==> src/rtl/trng_pkg.sv <==
// ---------------------------------------------------------------------------
// trng_pkg
//   Shared definitions for the TRNG post-processing chain (markov16 ->
//   markov_vn_extractor -> packer).
//
//   LANE_W      width of the Markov lane index produced by markov16
//   NUM_LANES   number of lanes (2**LANE_W)
//   FIFO_DEPTH  default depth of the extractor's output bit FIFO
//   CNT_W       default width of the saturating drop counter
//   lane_t      lane index type
//   vn_pair()   von Neumann decision for one completed bit pair
// ---------------------------------------------------------------------------
package trng_pkg;

    localparam int LANE_W     = 4;
    localparam int NUM_LANES  = 2 ** LANE_W;
    localparam int FIFO_DEPTH = 16;
    localparam int CNT_W      = 16;

    typedef logic [LANE_W-1:0] lane_t;

    // Outcome of one completed pair: keep says whether a bit is produced,
    // bit_val is the produced bit (only meaningful when keep is set).
    typedef struct packed {
        logic keep;
        logic bit_val;
    } vn_result_t;

    // 01 -> 0, 10 -> 1, 00/11 -> nothing. The kept bit is the first bit of
    // the pair, which is unbiased within a lane because P(01) == P(10).
    function automatic vn_result_t vn_pair(input logic first_bit, input logic second_bit);
        vn_result_t r;
        r.keep    = first_bit ^ second_bit;
        r.bit_val = first_bit;
        return r;
    endfunction

endpackage

==> src/rtl/bit_fifo.sv <==
// ---------------------------------------------------------------------------
// bit_fifo
//   Synchronous single-bit FIFO with an explicit occupancy counter, so full
//   and empty are never ambiguous even though the pointers wrap.
//
//   clk, reset  clock, synchronous active-high reset
//   push        write push_bit this edge (ignored when full unless a pop
//               happens on the same edge)
//   push_bit    data to write
//   pop         advance the head this edge (ignored when empty)
//   full        level == DEPTH
//   empty       level == 0
//   level       occupancy, 0..DEPTH
//   head        registered head bit; 0 whenever the FIFO is empty
// ---------------------------------------------------------------------------
module bit_fifo #(
    parameter int DEPTH = 16
) (
    input  logic                     clk,
    input  logic                     reset,
    input  logic                     push,
    input  logic                     push_bit,
    input  logic                     pop,
    output logic                     full,
    output logic                     empty,
    output logic [$clog2(DEPTH):0]   level,
    output logic                     head
);

    localparam int PTR_W = $clog2(DEPTH);
    localparam int LVL_W = PTR_W + 1;

    localparam logic [PTR_W-1:0] PTR_ONE  = PTR_W'(1);
    localparam logic [LVL_W-1:0] LVL_ONE  = LVL_W'(1);
    localparam logic [LVL_W-1:0] LVL_FULL = LVL_W'(DEPTH);

    logic [DEPTH-1:0] mem_q,    mem_d;
    logic [PTR_W-1:0] wr_ptr_q, wr_ptr_d;
    logic [PTR_W-1:0] rd_ptr_q, rd_ptr_d;
    logic [LVL_W-1:0] level_q,  level_d;
    logic             head_q,   head_d;

    logic push_ok;
    logic pop_ok;

    assign full  = (level_q == LVL_FULL);
    assign empty = (level_q == '0);
    assign level = level_q;
    assign head  = head_q;

    // NOTE: every always_comb output gets its default first; a path that
    // leaves one unassigned would infer a latch.
    always_comb begin
        mem_d    = mem_q;
        wr_ptr_d = wr_ptr_q;
        rd_ptr_d = rd_ptr_q;
        level_d  = level_q;

        pop_ok  = pop & ~empty;
        // A full FIFO still accepts a push when the head leaves on the same edge.
        push_ok = push & (~full | pop_ok);

        if (push_ok) begin
            mem_d[wr_ptr_q] = push_bit;
            wr_ptr_d        = wr_ptr_q + PTR_ONE;
        end
        if (pop_ok) begin
            rd_ptr_d = rd_ptr_q + PTR_ONE;
        end

        case ({push_ok, pop_ok})
            2'b10:   level_d = level_q + LVL_ONE;
            2'b01:   level_d = level_q - LVL_ONE;
            default: level_d = level_q;
        endcase

        // Head is looked up from the next-state memory so a push into an
        // empty FIFO is visible on the very next cycle.
        head_d = (level_d == '0) ? 1'b0 : mem_d[rd_ptr_d];
    end

    // NOTE: sequential state is updated with non-blocking assignments only, so
    // every flop samples the pre-edge values regardless of evaluation order.
    always_ff @(posedge clk) begin
        if (reset) begin
            wr_ptr_q <= '0;
            rd_ptr_q <= '0;
            level_q  <= '0;
            head_q   <= 1'b0;
        end else begin
            wr_ptr_q <= wr_ptr_d;
            rd_ptr_q <= rd_ptr_d;
            level_q  <= level_d;
            head_q   <= head_d;
        end
    end

    // NOTE: the storage array is deliberately not reset; level_q and head_q
    // guarantee no stale entry is ever observed, so clearing it buys nothing.
    always_ff @(posedge clk) begin
        mem_q <= mem_d;
    end

endmodule

==> src/rtl/markov_vn_extractor.sv <==
// ---------------------------------------------------------------------------
// markov_vn_extractor
//   Per-lane von Neumann debiaser (Blum's Markov-source extractor). Each bit
//   from markov16 is paired with the previous unpaired bit of the same lane;
//   an unequal pair yields its first bit, an equal pair yields nothing. Kept
//   bits are queued in a bit FIFO and offered on a valid/ready interface.
//
//   clk        clock
//   reset      synchronous, active-high reset
//   in_valid   raw bit + lane valid this cycle (no upstream backpressure)
//   lane       Markov state of the bit
//   bit_in     raw bit
//   flush      discard every pending half-pair (FIFO contents untouched)
//   out_valid  FIFO non-empty
//   out_bit    FIFO head bit
//   out_ready  consumer accepts out_bit when out_valid & out_ready
//   fifo_level FIFO occupancy, 0..FIFO_DEPTH
//   drop_cnt   kept bits lost to a full FIFO, saturating at all-ones
// ---------------------------------------------------------------------------
module markov_vn_extractor
    import trng_pkg::*;
#(
    parameter int LANE_W     = trng_pkg::LANE_W,
    parameter int FIFO_DEPTH = trng_pkg::FIFO_DEPTH,
    parameter int CNT_W      = trng_pkg::CNT_W
) (
    input  logic                          clk,
    input  logic                          reset,
    input  logic                          in_valid,
    input  logic [LANE_W-1:0]             lane,
    input  logic                          bit_in,
    input  logic                          flush,
    output logic                          out_valid,
    output logic                          out_bit,
    input  logic                          out_ready,
    output logic [$clog2(FIFO_DEPTH):0]   fifo_level,
    output logic [CNT_W-1:0]              drop_cnt
);

    localparam int NUM_LANES = 2 ** LANE_W;

    localparam logic [CNT_W-1:0] CNT_ONE = CNT_W'(1);

    // pend_valid[l] set means lane l holds the first bit of a pair (HALF).
    logic [NUM_LANES-1:0] pend_valid_q, pend_valid_d;
    logic [NUM_LANES-1:0] pend_bit_q,   pend_bit_d;
    logic [CNT_W-1:0]     drop_cnt_q,   drop_cnt_d;

    vn_result_t pair;
    logic       fifo_push;
    logic       fifo_push_bit;
    logic       fifo_full;
    logic       fifo_empty;
    logic       fifo_head;
    logic       pop;
    logic       drop;

    // -----------------------------------------------------------------------
    // Pairing logic: only the addressed lane moves; flush wins over in_valid.
    // -----------------------------------------------------------------------
    always_comb begin
        pend_valid_d  = pend_valid_q;
        pend_bit_d    = pend_bit_q;
        pair          = vn_pair(pend_bit_q[lane], bit_in);
        fifo_push     = 1'b0;
        fifo_push_bit = pair.bit_val;

        if (flush) begin
            pend_valid_d = '0;
        end else if (in_valid) begin
            if (!pend_valid_q[lane]) begin
                pend_valid_d[lane] = 1'b1;
                pend_bit_d[lane]   = bit_in;
            end else begin
                pend_valid_d[lane] = 1'b0;
                fifo_push          = pair.keep;
            end
        end
    end

    // -----------------------------------------------------------------------
    // Drop accounting: a kept bit is lost only when the FIFO is full and the
    // head is not leaving on the same edge.
    // -----------------------------------------------------------------------
    assign pop  = ~fifo_empty & out_ready;
    assign drop = fifo_push & fifo_full & ~pop;

    always_comb begin
        drop_cnt_d = drop_cnt_q;
        if (drop && (drop_cnt_q != '1)) begin
            drop_cnt_d = drop_cnt_q + CNT_ONE;
        end
    end

    always_ff @(posedge clk) begin
        if (reset) begin
            pend_valid_q <= '0;
            pend_bit_q   <= '0;
            drop_cnt_q   <= '0;
        end else begin
            pend_valid_q <= pend_valid_d;
            pend_bit_q   <= pend_bit_d;
            drop_cnt_q   <= drop_cnt_d;
        end
    end

    // -----------------------------------------------------------------------
    // Output bit FIFO
    // -----------------------------------------------------------------------
    bit_fifo #(
        .DEPTH (FIFO_DEPTH)
    ) u_bit_fifo (
        .clk      (clk),
        .reset    (reset),
        .push     (fifo_push),
        .push_bit (fifo_push_bit),
        .pop      (out_ready),
        .full     (fifo_full),
        .empty    (fifo_empty),
        .level    (fifo_level),
        .head     (fifo_head)
    );

    assign out_valid = ~fifo_empty;
    assign out_bit   = fifo_head;
    assign drop_cnt  = drop_cnt_q;

endmodule

==> config.mk <==
export PLATFORM = sky130hd
export DESIGN_NAME = markov_vn_extractor
export DESIGN_NICKNAME = d
export VERILOG_FILES = /design/src/rtl/trng_pkg.sv /design/src/rtl/bit_fifo.sv /design/src/rtl/markov_vn_extractor.sv
export SDC_FILE = /design/constraint.sdc
export NUM_CORES = 1
export LEC_CHECK = 0
export CAP_MARGIN = 15
export CORE_MARGIN = 2
export CORE_UTILIZATION = 63
export CTS_CLUSTER_SIZE = 25
export DETAILED_ROUTE_END_ITERATION = 10
export GPL_TIMING_DRIVEN = 0
export PLACE_DENSITY_LB_ADDON = 0.3
export SETUP_SLACK_MARGIN = 0.1
export SLEW_MARGIN = 20
export SYNTH_ARGS = -nofsm -noshare
export SYNTH_HDL_FRONTEND = slang
export SYNTH_HIERARCHICAL = 1
export SYNTH_SLANG_ARGS = --single-unit
==> constraint.sdc <==
create_clock -name clk -period 12 [get_ports clk]
set_input_delay 1.2 -clock clk [delete_from_list [all_inputs] [get_ports clk]]
set_output_delay 1.2 -clock clk [all_outputs]
set_load 0.02 [all_outputs]
==> run metrics <==
status=complete, no violations; Clock Sinks=78; fin crit period=6.07 ns; R2R Setup Slk=6.91 ns; worst-margin pin slew=0.969 ns; Worst setup EP type=flop; PD cells=105 nW/um^2; Sw Share=0.225; VDD IR-drop max=0.0643 mV; Multi-input gate area=2550 sq um; die area=7540 sq um; antenna-violating nets left=0; global-route usage over all layers=0.279; fraction of registers with async set/reset=0; part of the power in registers=0.500; Fmax=165 MHz; vias in the first global route=3,626; Synth area leader=dfxtp_1; Post-synth EDFFs=0; Int Pwr=403 uW; top post-synthesis cells by area=dfxtp_1 36%, mux2i_1 5.6%, a21oi_1 4.9%, mux2_2 4.7%, nor2_1 4.1%; H-tree depth=3; critical path class=primary input to flop; Hold WC Path Type=flop to flop; most common cell after layout, fill and taps aside=dfxtp_1; number of synthesized register bits=78; Comb power frac=0.056; post_cts resized=0; most frequent cells in the layout=78 x dfxtp_1, 47 x nor2_1, 42 x a21oi_1, 30 x nand2_1, 29 x clkdlybuf4s50_1; max_slew headroom=0.353; fillers=504; TritonCTS clock tree=done; io pins=33; startpoint types=primary input; CTS Root Buffer Type=clkbuf_8; Lkg Pwr=0.00173 uW; top fanout value on the critical path=10; period utilization=0.506; Die Wd=86.8 microns; via count=3,844; hold worst-path end=u_bit_fifo/mem_q[11]; nets@finish=553; Setup Skew=0.00994 ns; Area growth, synth to finish=14.5%; highest metal used=met4; Met1 Routed Length=4.61 mm; routed length per instance=16.4 microns; WHS Path Cells=1; Setup TNS=0 ns; initial antenna violation count=0; Worst Min Path Start=u_bit_fifo/mem_q[11]; Yosys top cell area share=0.361; Placed Cells incl. Taps=602; synth unique cells=52; detailed-routed wire length on met3=448 microns; Rows=30; Max Slew Vio Count=0; Synthesized Nets=513; Reg clk slew, reported paths=0.08 ns; Crit Reg-Reg Startpoint=pend_bit_q[11]; DRT Pass-1 Iters=4; Reg-to-Reg End=u_bit_fifo/head; global-route wire length before repair=16.7 mm; DR iter-0 viols=233; hold_buf cts=0; most used flip-flop cell after synthesis=dfxtp_1; DP HPWL=7.22 mm; Port Buffers=29; worst skew pair latency=0.35 ns; proportion of layout cells with a drive suffix above 1=0.113; vias per cell=6.22; starting density of the core=0.643; Worst EP arrival=6.29 ns; largest net degree at the start of global routing=13; die outline height=86.8 microns; register area share after synthesis=0.361; Hold Slack=0.476 ns; number of setup violations in the final report=0; Syn Inst Count=493; P_sw=117 uW; Clock Power Share=0.444; Routed WL=10.1 mm; final hold violation count=0; CTS max path bufs=2; max_cap viols=0; Register Area=1560 sq um; Worst EP required=12.22 ns; FF-to-FF path depth=19; RePlAce Congestion=0.841; RSZ-0062 raised after global routing=false; Syn Area/Cell=8.76 sq um; drc violations=0; total grt overflow=0; core area=6720 sq um; number of diodes=0; Layout Cells excl Fill=618; Warnings, synthesis=6; post-CTS setup buffer count=0; number of CTS-inserted buffers=9; synthesized area=4320 sq um; overall power=520 uW; wire length on met2=4.87 mm
-- stage by stage --
stage	util	area [sq um]	setup slack, ns
final	0.736	4940	5.93
after global routing	0.736	4940	5.63
after CTS	0.736	4940	5.98
after detailed placement	0.701	4710	5.70
after global placement	0.701	4710	5.89
after floorplan	-	4320	6.85
-- logic make-up (layout without fill, tap and decap cells) --
logic type | after synthesis | after routing | share of synthesized area
and+or+nand+nor | 179 | 179 | 0.219
AOI/OAI and AO/OA | 116 | 116 | 0.173
DFF | 78 | 78 | 0.361
muxes | 50 | 50 | 0.144
buffers and inverters | 47 | 92 | 0.0472
xor gates and xnor gates | 13 | 13 | 0.0264
adders and majority gates | 10 | 10 | 0.0290
-- layer usage --
metal  vias to the layer above  track usage
met1                      1822        0.367
met2                       124        0.460
met3                        18       0.0476
met4                         0       0.0980
met5                         -            0
li1                       1880            -
-- synthesized netlist by cell type, types with 2 or more instances --
cell / n
mux2i_4: 2
nand3_1: 17
ha_1: 10
clkbuf_1: 20
nor2_1: 47
nor3b_1: 3
a21oi_1: 42
nand2b_1: 9
nand3b_1: 3
buf_1: 2
mux4_2: 6
nor2b_1: 11
nor3_1: 7
nand4b_1: 5
mux2i_1: 24
xnor2_1: 7
o31ai_1: 10
a211oi_1: 14
a311oi_1: 4
or4_1: 7
nand2_1: 30
o221ai_1: 3
a211o_1: 3
dfxtp_1: 78
nor4_1: 12
a2bb2oi_1: 3
nand4_1: 5
or2_2: 5
and3_1: 2
a22oi_1: 2
buf_6: 2
and2_1: 6
a21o_1: 2
mux2_2: 18
buf_2: 8
nor4bb_1: 3
xor2_1: 6
or3_1: 5
inv_1: 14
a21boi_0: 3
o21ai_0: 21
o22ai_1: 2
-- power by group through the flow --
| stage | registers, uW | clock network [uW] | logic [uW] |
|---|---|---|---|
| after CTS | 260 | 231 | 28.8 |
| final | 260 | 231 | 29.2 |
| after global placement | 266 | 0 | 27.7 |
| after global routing | 260 | 244 | 31.7 |
| after detailed placement | 266 | 0 | 28.7 |
| after floorplan | 266 | 0 | 19.4 |
-- worst max-delay path by stage --
stage	startpoint	endpoint	cells after the start	slack (ns)
floorplan	lane[0]	u_bit_fifo/head	20	6.85
global placement	lane[1]	u_bit_fifo/head	19	5.89
detailed placement	lane[1]	u_bit_fifo/head	19	5.70
CTS	lane[1]	u_bit_fifo/head	19	5.98
global route	lane[1]	u_bit_fifo/head	19	5.63
finish	lane[1]	u_bit_fifo/head	19	5.93
-- area by class of cell --
type	count	share of cell area
plain buffers	32	0.0294
multi-input cells	368	0.517
well taps	80	0.0202
repair buffers	29	0.0587
clock buffers	13	0.0342
inverters	15	0.0119
clock inverters	3	0.0132
flip-flops and latches	78	0.316
-- critical path: stages --
cell and delay, ns:
clkdlybuf4s50_1 0.53, mux4_2 0.54, xnor2_1 0.14, a22oi_1 0.37, clkbuf_1 0.42, nor2_1 0.22
clkbuf_1 0.28, nand2_1 0.31, ha_1 0.24, clkbuf_1 0.32, xor2_1 0.19, ha_1 0.21
a21boi_0 0.20, o221ai_1 0.18, a21o_1 0.21, a21oi_1 0.18, xor2_1 0.11, o31ai_1 0.41
a211oi_2 0.05
Power figures use the tool's default switching activity.
